<file path="src/rtl/seg7_defs.vh">
// Shared active-low 7-segment patterns, bit order {g,f,e,d,c,b,a}, used by every HEX-driving lab.
`ifndef SEG7_DEFS_VH
`define SEG7_DEFS_VH
`define SEG_0     7'b1000000
`define SEG_1     7'b1111001
`define SEG_2     7'b0100100
`define SEG_3     7'b0110000
`define SEG_4     7'b0011001
`define SEG_5     7'b0010010
`define SEG_6     7'b0000010
`define SEG_7     7'b1111000
`define SEG_8     7'b0000000
`define SEG_9     7'b0010000
`define SEG_BLANK 7'b1111111
`endif

</file>
<file path="src/rtl/seq_match_counter_pkg.sv">
// Shared types and helpers for the "0110" detector's match counter stage.
package seq_match_counter_pkg;

  typedef logic [3:0] bcd_t;

  typedef enum logic {
    COUNTING   = 1'b0,
    OVERFLOWED = 1'b1
  } state_e;

  localparam bcd_t BCD_NINE = 4'd9;

  function automatic bcd_t tens_of(input int value);
    return bcd_t'(value / 10);
  endfunction

  function automatic bcd_t ones_of(input int value);
    return bcd_t'(value % 10);
  endfunction

endpackage

</file>
<file path="src/rtl/seq_match_counter_if.sv">
// Detector-facing and display-facing signals of the match counter.
interface seq_match_counter_if;
  logic       match;
  logic [6:0] HEX0;
  logic [6:0] HEX1;
  logic [0:0] LEDG;

  modport master (output match, input HEX0, HEX1, LEDG);
  modport slave  (input match, output HEX0, HEX1, LEDG);
endinterface

</file>
<file path="src/rtl/seq_match_counter_bcd_to_7seg.sv">
// Combinational BCD digit to active-low 7-segment decoder; non-BCD nibbles blank the digit.
`include "seg7_defs.vh"

module bcd_to_7seg
  import seq_match_counter_pkg::*;
(
  input  bcd_t       bcd,
  output logic [6:0] seg
);

  // Digit pattern lookup
  always_comb begin
    seg = `SEG_BLANK;
    case (bcd)
      4'd0:    seg = `SEG_0;
      4'd1:    seg = `SEG_1;
      4'd2:    seg = `SEG_2;
      4'd3:    seg = `SEG_3;
      4'd4:    seg = `SEG_4;
      4'd5:    seg = `SEG_5;
      4'd6:    seg = `SEG_6;
      4'd7:    seg = `SEG_7;
      4'd8:    seg = `SEG_8;
      4'd9:    seg = `SEG_9;
      default: seg = `SEG_BLANK;
    endcase
  end

endmodule

</file>
<file path="src/rtl/seq_match_counter.sv">
// Counts rising edges of the detector match flag as 2-digit BCD and drives two HEX digits.
// Optional build macro SEQ_CNT_SATURATE_EN: hold at MAX_COUNT instead of wrapping to 00.
module seq_match_counter
  import seq_match_counter_pkg::*;
#(
  parameter int MAX_COUNT = 99
) (
  input  logic [3:3]          KEY,
  input  logic [1:1]          SW,
  seq_match_counter_if.slave  bus
);

  localparam bcd_t MAX_TENS = tens_of(MAX_COUNT);
  localparam bcd_t MAX_ONES = ones_of(MAX_COUNT);

  logic   clk;
  logic   rst_n;
  logic   match_q, match_d;
  bcd_t   ones_q, ones_d;
  bcd_t   tens_q, tens_d;
  state_e state_q, state_d;
  logic   step_s;
  logic   at_max_s;

  assign clk      = KEY[3];
  assign rst_n    = SW[1];
  assign step_s   = bus.match & ~match_q;
  assign at_max_s = (tens_q == MAX_TENS) && (ones_q == MAX_ONES);

  // State registers advance on the push-button press (falling edge)
  always_ff @(negedge clk or negedge rst_n) begin
    if (!rst_n) begin
      match_q <= 1'b0;
      ones_q  <= 4'd0;
      tens_q  <= 4'd0;
      state_q <= COUNTING;
    end else begin
      match_q <= match_d;
      ones_q  <= ones_d;
      tens_q  <= tens_d;
      state_q <= state_d;
    end
  end

  // BCD step on a match rising edge, with wrap or hold at MAX_COUNT
  always_comb begin
    match_d = bus.match;
    ones_d  = ones_q;
    tens_d  = tens_q;
    if (step_s && at_max_s) begin
`ifdef SEQ_CNT_SATURATE_EN
      ones_d = ones_q;
      tens_d = tens_q;
`else
      ones_d = 4'd0;
      tens_d = 4'd0;
`endif
    end else if (step_s) begin
      if (ones_q == BCD_NINE) begin
        ones_d = 4'd0;
        tens_d = tens_q + 4'd1;
      end else begin
        ones_d = ones_q + 4'd1;
        tens_d = tens_q;
      end
    end else begin
      ones_d = ones_q;
      tens_d = tens_q;
    end
  end

  // Overflow FSM: once past MAX_COUNT the LED stays lit until reset
  always_comb begin
    state_d = state_q;
    case (state_q)
      COUNTING: begin
        if (step_s && at_max_s) begin
          state_d = OVERFLOWED;
        end else begin
          state_d = COUNTING;
        end
      end
      OVERFLOWED: state_d = OVERFLOWED;
      default:    state_d = COUNTING;
    endcase
  end

  assign bus.LEDG[0] = (state_q == OVERFLOWED);

  bcd_to_7seg u_ones_seg (
    .bcd (ones_q),
    .seg (bus.HEX0)
  );

  bcd_to_7seg u_tens_seg (
    .bcd (tens_q),
    .seg (bus.HEX1)
  );

endmodule

</file>
<file path="src/flat_wrapper.sv">
// flat-port wrapper written by rule: the top's interface ports become plain ports
module seq_match_counter_flat import seq_match_counter_pkg::*;
#(
  parameter int MAX_COUNT = 99
)
  (KEY, SW, bus_match, bus_HEX0, bus_HEX1, bus_LEDG);
  seq_match_counter_if bus_i ();
  input  logic [3:3] KEY;
  input  logic [1:1] SW;
  input wire logic [$bits(bus_i.match)-1:0] bus_match;
  output wire logic [$bits(bus_i.HEX0)-1:0] bus_HEX0;
  output wire logic [$bits(bus_i.HEX1)-1:0] bus_HEX1;
  output wire logic [$bits(bus_i.LEDG)-1:0] bus_LEDG;
  assign bus_i.match = bus_match;
  assign bus_HEX0 = bus_i.HEX0;
  assign bus_HEX1 = bus_i.HEX1;
  assign bus_LEDG = bus_i.LEDG;
  seq_match_counter #(.MAX_COUNT(MAX_COUNT)) u_core (.KEY(KEY), .SW(SW), .bus(bus_i));
endmodule
</file>
<file path="config.mk">
export PLATFORM = sky130hd
export DESIGN_NAME = seq_match_counter_flat
export DESIGN_NICKNAME = d
export VERILOG_FILES = /design/src/rtl/seq_match_counter_pkg.sv /design/src/rtl/seq_match_counter_if.sv /design/src/rtl/seq_match_counter_bcd_to_7seg.sv /design/src/rtl/seq_match_counter.sv /design/src/flat_wrapper.sv
export VERILOG_INCLUDE_DIRS = /design/src /design/src/rtl
export SDC_FILE = /design/constraint.sdc
export NUM_CORES = 1
export LEC_CHECK = 0
export ABC_AREA = 1
export BUFFER_PORTS_ARGS = -buffer_cell sky130_fd_sc_hd__buf_4
export CAP_MARGIN = 20
export CORE_MARGIN = 2
export CORE_UTILIZATION = 55
export CTS_BUF_LIST = sky130_fd_sc_hd__clkbuf_8
export DETAILED_ROUTE_END_ITERATION = 7
export PLACE_DENSITY = 0.83
export SKIP_CTS_REPAIR_TIMING = 1
export SYNTH_ARGS = -nofsm -noshare
export SYNTH_HDL_FRONTEND = slang
export SYNTH_HIERARCHICAL = 1
export SYNTH_SLANG_ARGS = --single-unit
</file>
<file path="constraint.sdc">
create_clock -name KEY -period 1.6 [get_ports KEY]
set_input_delay 0.24 -clock KEY [delete_from_list [all_inputs] [get_ports KEY]]
set_output_delay 0.24 -clock KEY [all_outputs]
set_load 0.01 [all_outputs]
</file>
==> results.cfg, run 1 <==
[placed_design]
routabilityCongestion = 0.889
port_buffers = 17
dp_cells = 178
hpwl_microns = 1670

[outcome]
outcome = aborted with a tool error
stop_stage = 5_1_grt
stop_error = [ERROR DPL-0038] Utilization greater than 100%, impossible to legalize

[synthesis]
netlist_area_sq_um = 907
yosysUniqueCellTypes = 19
yosysWarnings = 6
synth_fp_nets = 144
synthCells = 129
seq_area_frac_synth_pct = 27.6
ys_ff_latch = 10
avgSynthCellArea_sq_um = 7.03

[clock_tree]
cts_root_buffer = clkbuf_8
cts_buffer_depth = 2
cts-buffers-inserted = 3
cts.htree.levels = 1
cts.sinks = 10

[global_route]
grt_max_degree = 11

[die]
die_x_microns = 44.6
rows = 14
die_h_microns = 44.6
ios = 18
initial_core_util_pct = 59.5

[timing]
grt-worst-endpoint = bus_HEX0[4]
worstEndpointType = primary output
-- through the flow --
stage          setup slack [ns]  area, sq um  hold slack [ns]
4_1_cts                  -0.882         1320            0.448
3_3_place_gp             -0.531         1260            0.418
3_5_place_dp             -0.604         1260            0.432
2_1_floorplan            -0.532          992            0.476
-- cell usage after synthesis (all sizes together) --
library cell,instances,area share (%)
a21oi,1,0.55
dfrtn,10,28
ha,12,17
inv,23,9.8
nand2,49,21
nand3,16,8.8
nand3b,2,1.7
nand4,1,0.69
nor2,8,7.0
o21ai,4,3.0
o21bai,1,1.2
xor2,2,1.9
-- cell families after synthesis --
group | synth area share [%]
AO/OA/AOI/OAI | 4.83
XOR/XNOR | 1.93
adder cells (fa/ha/maj) | 16.6
buffers and inverters | 9.79
flip-flops | 27.6
AND/OR/NAND/NOR | 39.3
==> inputs of run 2 (changes only) <==
Settings changed: CORE_AREA set to 2 2 63 65, CORE_MARGIN 2 to unset, CORE_UTILIZATION 55 to unset, CTS_BUF_LIST sky130_fd_sc_hd__clkbuf_8 to unset, DIE_AREA set to 0 0 65 67, PLACE_DENSITY 0.83 to unset, PLACE_DENSITY_LB_ADDON set to 0.15.
==> run 2 against run 1 <==
Effect of this change:
- the flow now finishes, with violations (setup timing)
- area after synthesis stayed put
- synthesized cell count stayed put
==> results.cfg, run 2 <==
[critical_path]
cp_slowest_stage_delay_ns = 0.48
worstSetupStartpointType = flop
path_class = reg2out
reg2reg_to = u_core/tens_q[1]
required_ns = 1.36
reg2reg_setup_slack_ns = 0.26
rr_startpoint = u_core/ones_q[2]
cpMostUsedCell = nand2_2
cp-end-kind = output port
cp_cell_sequence = inv_2 -> ha_4 -> nand2_2 -> nand3_2 -> nand2_2 -> buf_6
reg2reg_depth = 7
slowest_stage = dfrtn_1
crit_fanout = 5
cp.arrival_ns = 2.18

[route]
via_per_inst = 4.19
post_drt_wl_per_cell_microns = 9.63
postRouteAntennaNets = 0
vias = 904
drt-total-wl_microns = 2080
dr.pass1.iters = 3
drt_iter0_drc = 24
drc = 0

[global_route]
antenna_found_initial = 0
grt_pass1_vias = 868
grt_max_degree = 11
grt_pass1_wl_microns = 3530
overflow = 0
gr-usage-all-layers_pct = 10.1

[synthesis]
ys_async_sr_fraction_pct = 100
yosysTopAreaCell = dfrtn_1
synthCells = 129
synth_enable_flop_cells = 0
synth.most_common_cell = nand2_1
ys.flop_type = dfrtn_1
yosysWarnings = 6
netlist_area_sq_um = 907
synth_fp_nets = 144
ys_ff_latch = 10
avgSynthCellArea_sq_um = 7.03
synth_common_cells = nand2_1, inv_1, nand3_1, ha_1, dfrtn_1
yosysUniqueCellTypes = 19
seq_area_frac_synth_pct = 27.6
ys_top_cells_by_area = dfrtn_1, nand2_1, ha_1
yosysTopAreaCellShare_pct = 27.6

[timing]
finalSetupViolations = 15
hold_viol = 0
slew_headroom_pct = 80.3
fin_hold_ws_ns = 0.502
timing.setup.tns_ns = -10.88
rsz0062_at_grt = true
worst_slew_pin_slew_ns = 0.296
setup_slack_ns = -0.817
clock_skew_ns = 0.000239
maxSlewViolCount = 0

[power]
irDropWorstVdd_mv = 0.609
power_density_nw_per_um2 = 1970
cellLeakagePower_uw = 0.000801
total_power_uw = 2880

[clock_tree]
cts_tree = done
clkTransAtPathRegs_ns = 0.04
insertion_delay_ns = 0.25
cts-buffers-inserted = 3
cts_buffer_depth = 2
cts.sinks = 10
cts_root_buffer = clkbuf_8
cts.htree.levels = 1

[die]
die-area_sq_um = 4360
core_area_sq_um = 3610
rows = 22
ios = 18
die_h_microns = 67
die_x_microns = 65
initial_core_util_pct = 25.2

[layout]
num_antenna_cells = 0
multi_input_area_sq_um = 713
fillers = 388
reg_top3 = u_core/ones_q: 4 flops, u_core/tens_q: 4 flops
layout-area-overhead-vs-synth_pct = 61.0
layout_common_cells = buf_4, nand2_1, nand2_2
final_common_cell = buf_4
seq_area_sq_um = 250
fin_nets = 185
drive_gt1_share_pct = 56.5

[outcome]
outcome = finished with violations
failed_checks = setup timing

[hold_path]
hold_path_class = in2async

[placed_design]
hpwl_microns = 1640
port_buffers = 17
routabilityCongestion = 0.757

[run]
maxCapViolCount = 0
[run 2: cell counts after synthesis]
Identical to the previous run, type by type.
[run 2: power by group]
group	switching (uW)	leakage [uW]	internal [uW]	total, uW
Sequential	126	0.000125	342	468
Clock	91.3	0.0000216	164	256
Combinational	1080	0.000655	1080	2150
Total	1290	0.000801	1580	2880
[run 2: per-layer routing]
metal  part of all wire [%]  up-vias  GRT usage (%)  wire length, microns
met5                      0        -              0                     0
met4                      0        0           3.99                     0
met3                    2.2        0           1.52                    46
met2                     58        8           19.5                  1200
met1                     40      419           10.9                   833
li1                       -      477              -                     -
[run 2: kinds of logic after synthesis]
family          count (synthesis)  synth area share, %
compound gates                  6                 4.83
fa+ha+maj                      12                 16.6
xor+xnor                        2                 1.93
simple gates                   76                 39.3
buf+inv                        23                 9.79
flops                          10                 27.6
[run 2: final cells by class]
type                       count  share of cell area [%]
multi-input combinational     96                    48.8
timing repair buffer          36                    20.3
inverter                      23                    6.77
clock buffer                   3                    2.83
sequential                    10                    17.1
tap                           48                    4.11
[run 2: worst max-delay path by stage]
stage,startpoint,endpoint,slack [ns],depth (start not counted)
final,u_core/tens_q[1],bus_HEX1[3],-0.82,6
after global routing,u_core/tens_q[0],bus_HEX1[0],-0.89,7
after CTS,u_core/tens_q[1],bus_HEX1[3],-0.88,6
after detailed placement,u_core/tens_q[1],bus_HEX1[3],-0.60,6
after global placement,u_core/tens_q[1],bus_HEX1[3],-0.54,6
after floorplan,u_core/ones_q[1],bus_HEX0[3],-0.53,5
[run 2: metrics by stage]
| stage | utilization (%) | cells | worst slack [ns] | cell area (sq um) |
|---|---|---|---|---|
| after floorplan | - | 129 | -0.532 | 992 |
| after global placement | 35.6 | 208 | -0.541 | 1280 |
| after detailed placement | 35.6 | 208 | -0.604 | 1280 |
| after CTS | 36.8 | 211 | -0.876 | 1330 |
| after global routing | 40.5 | 216 | -0.893 | 1460 |
| final | 40.5 | 216 | -0.817 | 1460 |
[run 2: critical path, delay by kind of cell (launching register included)]
| family | cells | cell delay, ns |
|---|---|---|
| DFF | 1 | 0.48 |
| adders and majority gates | 1 | 0.27 |
| buffers and inverters | 2 | 0.20 |
| and+or+nand+nor | 3 | 0.17 |
(Power assumes the default switching activity.)
==> inputs of run 3 (changes only) <==
Settings changed: CTS_BUF_LIST set to sky130_fd_sc_hd__clkbuf_4, CTS_CLUSTER_SIZE set to 16, HOLD_SLACK_MARGIN set to 0.15.
==> run 3 against run 2 <==
Effect of this change:
- critical endpoint unchanged
- worst setup slack lost 0.024 ns
- critical path type unchanged
- global-route usage is the same
- die area is the same
- combinational power about the same
- the run still ends with setup timing left
- register-to-register slack about the same
- final cell count fell by 0.46%
- clock skew grew 0.0013 ns
- critical path depth unchanged
- non-clock buffer count down 1
==> results.cfg, run 3 (synthesis results as in run 2) <==
[route]
dr.pass1.iters = 3
drt_iter0_drc = 23
maxUsedRoutingLayer = met3
post_drt_wl_per_cell_microns = 9.68
vias = 902
drc = 0
wl_met3_microns = 46
wl_met2_microns = 1200
postRouteAntennaNets = 0
via_per_inst = 4.20
met1_length_microns = 834
drt-total-wl_microns = 2080

[die]
die_x_microns = 65
initial_core_util_pct = 25.2
ios = 18
rows = 22
die_h_microns = 67
core_area_sq_um = 3610
die-area_sq_um = 4360

[run]
maxCapViolCount = 0

[global_route]
grt_max_degree = 11
antenna_found_initial = 0
grt_pass1_wl_microns = 3530
grt_pass1_vias = 870
gr-usage-all-layers_pct = 10.1
overflow = 0

[timing]
clock_skew_ns = 0.00155
finalSetupViolations = 15
worst_slew_pin_slew_ns = 0.297
timing.setup.tns_ns = -11.22
setup_slack_ns = -0.840
hold_viol = 0
rsz0062_at_grt = true
maxSlewViolCount = 0
slew_headroom_pct = 80.2

[hold_path]
timing.hold.worst.start = u_core/bus.LEDG
hold_path_class = reg2reg
holdPathStages = 1

[critical_path]
required_ns = 1.36
rr_startpoint = u_core/ones_q[2]
cpMostUsedCell = nand2_2
path_class = reg2out
path_buf_inv = 2
cp-end-kind = output port
cp.arrival_ns = 2.20
worstSetupStartpointType = flop
slowest_stage = dfrtn_1
crit_fanout = 5
cp.depth = 6
cp_slowest_stage_delay_ns = 0.48
reg2reg_depth = 7
cp_cell_sequence = inv_2 -> ha_4 -> nand2_2 -> nand3_2 -> nand2_2 -> buf_6
crit_start = u_core/tens_q[1]
crit_family = flip-flops

[placed_design]
hpwl_microns = 1640
port_buffers = 17
pre_cts_slack_ns = -0.604
routabilityCongestion = 0.757

[layout]
num_antenna_cells = 0
layout_common_cells = buf_4, nand2_1, nand2_2, inv_2
fillers = 389
layout-area-overhead-vs-synth_pct = 57.8
seq_area_sq_um = 250
fin_nets = 184
reg_top3 = u_core/ones_q: 4 flops, u_core/tens_q: 4 flops
multi_input_area_sq_um = 713
drive_gt1_share_pct = 56.3

[clock_tree]
cts_tree = done
insertion_delay_ns = 0.27
cts_root_buffer = clkbuf_4
cts.sinks = 10
clkTransAtPathRegs_ns = 0.05
cts.htree.levels = 1
cts_buffer_depth = 2
cts-buffers-inserted = 3

[power]
cellLeakagePower_uw = 0.000788
irDropWorstVdd_mv = 0.583
power_density_nw_per_um2 = 1950

[outcome]
failed_checks = setup timing
outcome = finished with violations
-- run 3: cell count changes in the layout (fill, tap and decap cells not counted) --
cell,change
clkbuf_4,+3
clkbuf_8,-3
buf_4,-1
inv_2,+1
inv_4,-1
-- run 3: metrics by stage --
stage	hold WS (ns)	power (uW)	instance area (sq um)	util (%)	instances
floorplan	0.476	1540	992	-	129
global placement	0.430	2300	1280	35.6	208
detailed placement	0.433	2330	1280	35.6	208
CTS	0.439	2510	1310	36.3	211
global route	0.465	3070	1430	39.7	215
finish	0.430	2790	1430	39.7	215
-- run 3: worst paths after layout --
| path | to | slack, ns |
|---|---|---|
| max in group asynchronous | u_core/ones_q[3] | 0.94 |
| min in group asynchronous | u_core/tens_q[2] | 0.48 |
| max | bus_HEX1[3] | -0.84 |
| min | u_core/bus.LEDG | 0.43 |
| max reg2reg | u_core/tens_q[1] | 0.26 |
| min reg2reg | u_core/bus.LEDG | 0.43 |
-- run 3: report_power, final --
| part | internal [uW] | total, uW | switching, uW |
|---|---|---|---|
| Combinational | 1070 | 2150 | 1080 |
| Clock | 86.8 | 172 | 85.5 |
| Sequential | 341 | 467 | 126 |
| Total | 1500 | 2790 | 1290 |
-- run 3: routing by layer --
layer	global-route usage (%)	vias to the layer above
met1	10.9	419
met3	1.52	0
met4	3.99	0
met2	19.5	8
met5	0	-
li1	-	475
-- run 3: layout make-up --
class                           instances  area share (%)
Tap cell                               48            4.20
Timing Repair Buffer                   35            20.2
Inverter                               23            6.73
Multi-Input combinational cell         96            49.8
Sequential cell                        10            17.5
Clock buffer                            3            1.57
==> inputs of run 4 (changes only) <==
==> constraint.sdc (replaced) <==
create_clock -name KEY -period 1.6 [get_ports KEY]
set_input_delay 0 -clock KEY [delete_from_list [all_inputs] [get_ports KEY]]
set_output_delay 0 -clock KEY [all_outputs]
set_load 0.01 [all_outputs]
==> run 4 against run 3 <==
Effect of this change:
- the flow still finishes with violations (setup timing)
- register-to-register slack about the same
- global-route usage shrank 0.18 points
- first-iteration DRC count fell by 8.7%
- critical path type unchanged
==> results.cfg, run 4 (synthesis results as in run 2) <==
[timing]
worst_slew_pin_slew_ns = 0.256
rsz0062_at_grt = true
hold_viol = 0
setup_slack_ns = -0.616
clock_skew_ns = 0.00952
slew_headroom_pct = 82.9
timing.setup.tns_ns = -7.78
maxSlewViolCount = 0
finalSetupViolations = 15

[critical_path]
rr_startpoint = u_core/ones_q[1]
cp_cell_sequence = inv_2 -> ha_4 -> nand2_4 -> nand3_2 -> nand2_2 -> buf_6
worstSetupStartpointType = flop
cp_slowest_stage_delay_ns = 0.49
slowest_stage = dfrtn_1
cp-end-kind = output port
crit_fanout = 4
cp.arrival_ns = 2.22
path_class = reg2out
crit_start = u_core/ones_q[1]
required_ns = 1.60

[clock_tree]
cts.sinks = 10
cts_buffer_depth = 2
cts_tree = done
clkTransAtPathRegs_ns = 0.06
cts_root_buffer = clkbuf_4
insertion_delay_ns = 0.27
cts-buffers-inserted = 3
cts.htree.levels = 1

[hold_path]
hold_path_class = in2async

[power]
cellLeakagePower_uw = 0.000778
irDropWorstVdd_mv = 0.433
power_density_nw_per_um2 = 1980

[placed_design]
postPlaceCellArea_sq_um = 1270
port_buffers = 17
routabilityCongestion = 0.739
hpwl_microns = 1610

[die]
die_h_microns = 67
die-area_sq_um = 4360
initial_core_util_pct = 25.2
die_x_microns = 65
rows = 22
core_area_sq_um = 3610
ios = 18

[layout]
final_common_cell = nand2_1
layout-area-overhead-vs-synth_pct = 57.9
reg_top3 = u_core/ones_q: 4 flops, u_core/tens_q: 4 flops
num_antenna_cells = 0
layout_common_cells = nand2_1, buf_4, nand2_2, inv_1, inv_2
fin_nets = 183
drive_gt1_share_pct = 53.9
finalInstanceArea_sq_um = 1430

[run]
maxCapViolCount = 0

[outcome]
failed_checks = setup timing
outcome = finished with violations

[route]
drt-total-wl_microns = 2040
drt_iter0_drc = 21
drc = 0
postRouteAntennaNets = 0
post_drt_wl_per_cell_microns = 9.47
via_per_inst = 4.11
vias = 883
dr.pass1.iters = 2

[global_route]
gr-usage-all-layers_pct = 9.91
overflow = 0
grt_pass1_wl_microns = 3390
antenna_found_initial = 0
grt_max_degree = 11
grt_pass1_vias = 811
-- run 4: cell count changes in the layout (fill, tap and decap cells not counted), sizes merged --
cell / before / now
clkinv: 0 / 1
buf: 35 / 34
-- run 4: worst paths after layout --
| check | endpoint | slack [ns] | cells after the start |
|---|---|---|---|
| max | bus_HEX0[3] | -0.62 | 6 |
| min | u_core/match_q | 0.23 | 1 |
| max reg2reg | u_core/tens_q[3] | 0.26 | 8 |
| min reg2reg | u_core/bus.LEDG | 0.43 | 1 |
| max in group asynchronous | u_core/tens_q[3] | 1.18 | 1 |
| min in group KEY | u_core/bus.LEDG | 0.43 | 1 |
-- run 4: metrics by stage --
step	total power [uW]	util (%)	setup slack, ns	hold slack (ns)	instances
6_report	2830	39.7	-0.616	0.229	215
5_1_grt	3120	39.7	-0.722	0.220	215
4_1_cts	2490	35.9	-0.653	0.231	211
3_5_place_dp	2300	35.2	-0.345	0.417	207
3_3_place_gp	2290	35.2	-0.319	0.426	207
2_1_floorplan	1540	-	-0.292	0.396	129
-- run 4: report_power, final --
group / internal (uW) / switching (uW) / leakage [uW]
sequential: 341 / 123 / 0.000125
clock: 90.0 / 92.1 / 0.0000154
combinational: 1100 / 1080 / 0.000638
-- run 4: per-layer routing --
layer	vias up	wire, microns	share of wire [%]	global-route usage [%]
met5	-	0	0	0
met4	0	0	0	3.19
met3	0	44	2.2	2.03
met2	9	1010	50	17.0
met1	400	980	48	12.3
li1	474	-	-	-
-- run 4: layout make-up --
class | instances | area, sq um
Fill cell | 376 | 2170
Multi-Input combinational cell | 96 | 718
Timing Repair Buffer | 34 | 289
Sequential cell | 10 | 250
Inverter | 23 | 88.8
Tap cell | 48 | 60.1
Clock buffer | 3 | 22.5
Clock inverter | 1 | 3.75
-- run 4: worst max-delay path: cells and delay by family (launching register included) --
| family | cells | cell delay, ns |
|---|---|---|
| flip-flops | 1 | 0.49 |
| adder cells (fa/ha/maj) | 1 | 0.28 |
| buffers and inverters | 2 | 0.21 |
| AND/OR/NAND/NOR | 3 | 0.17 |
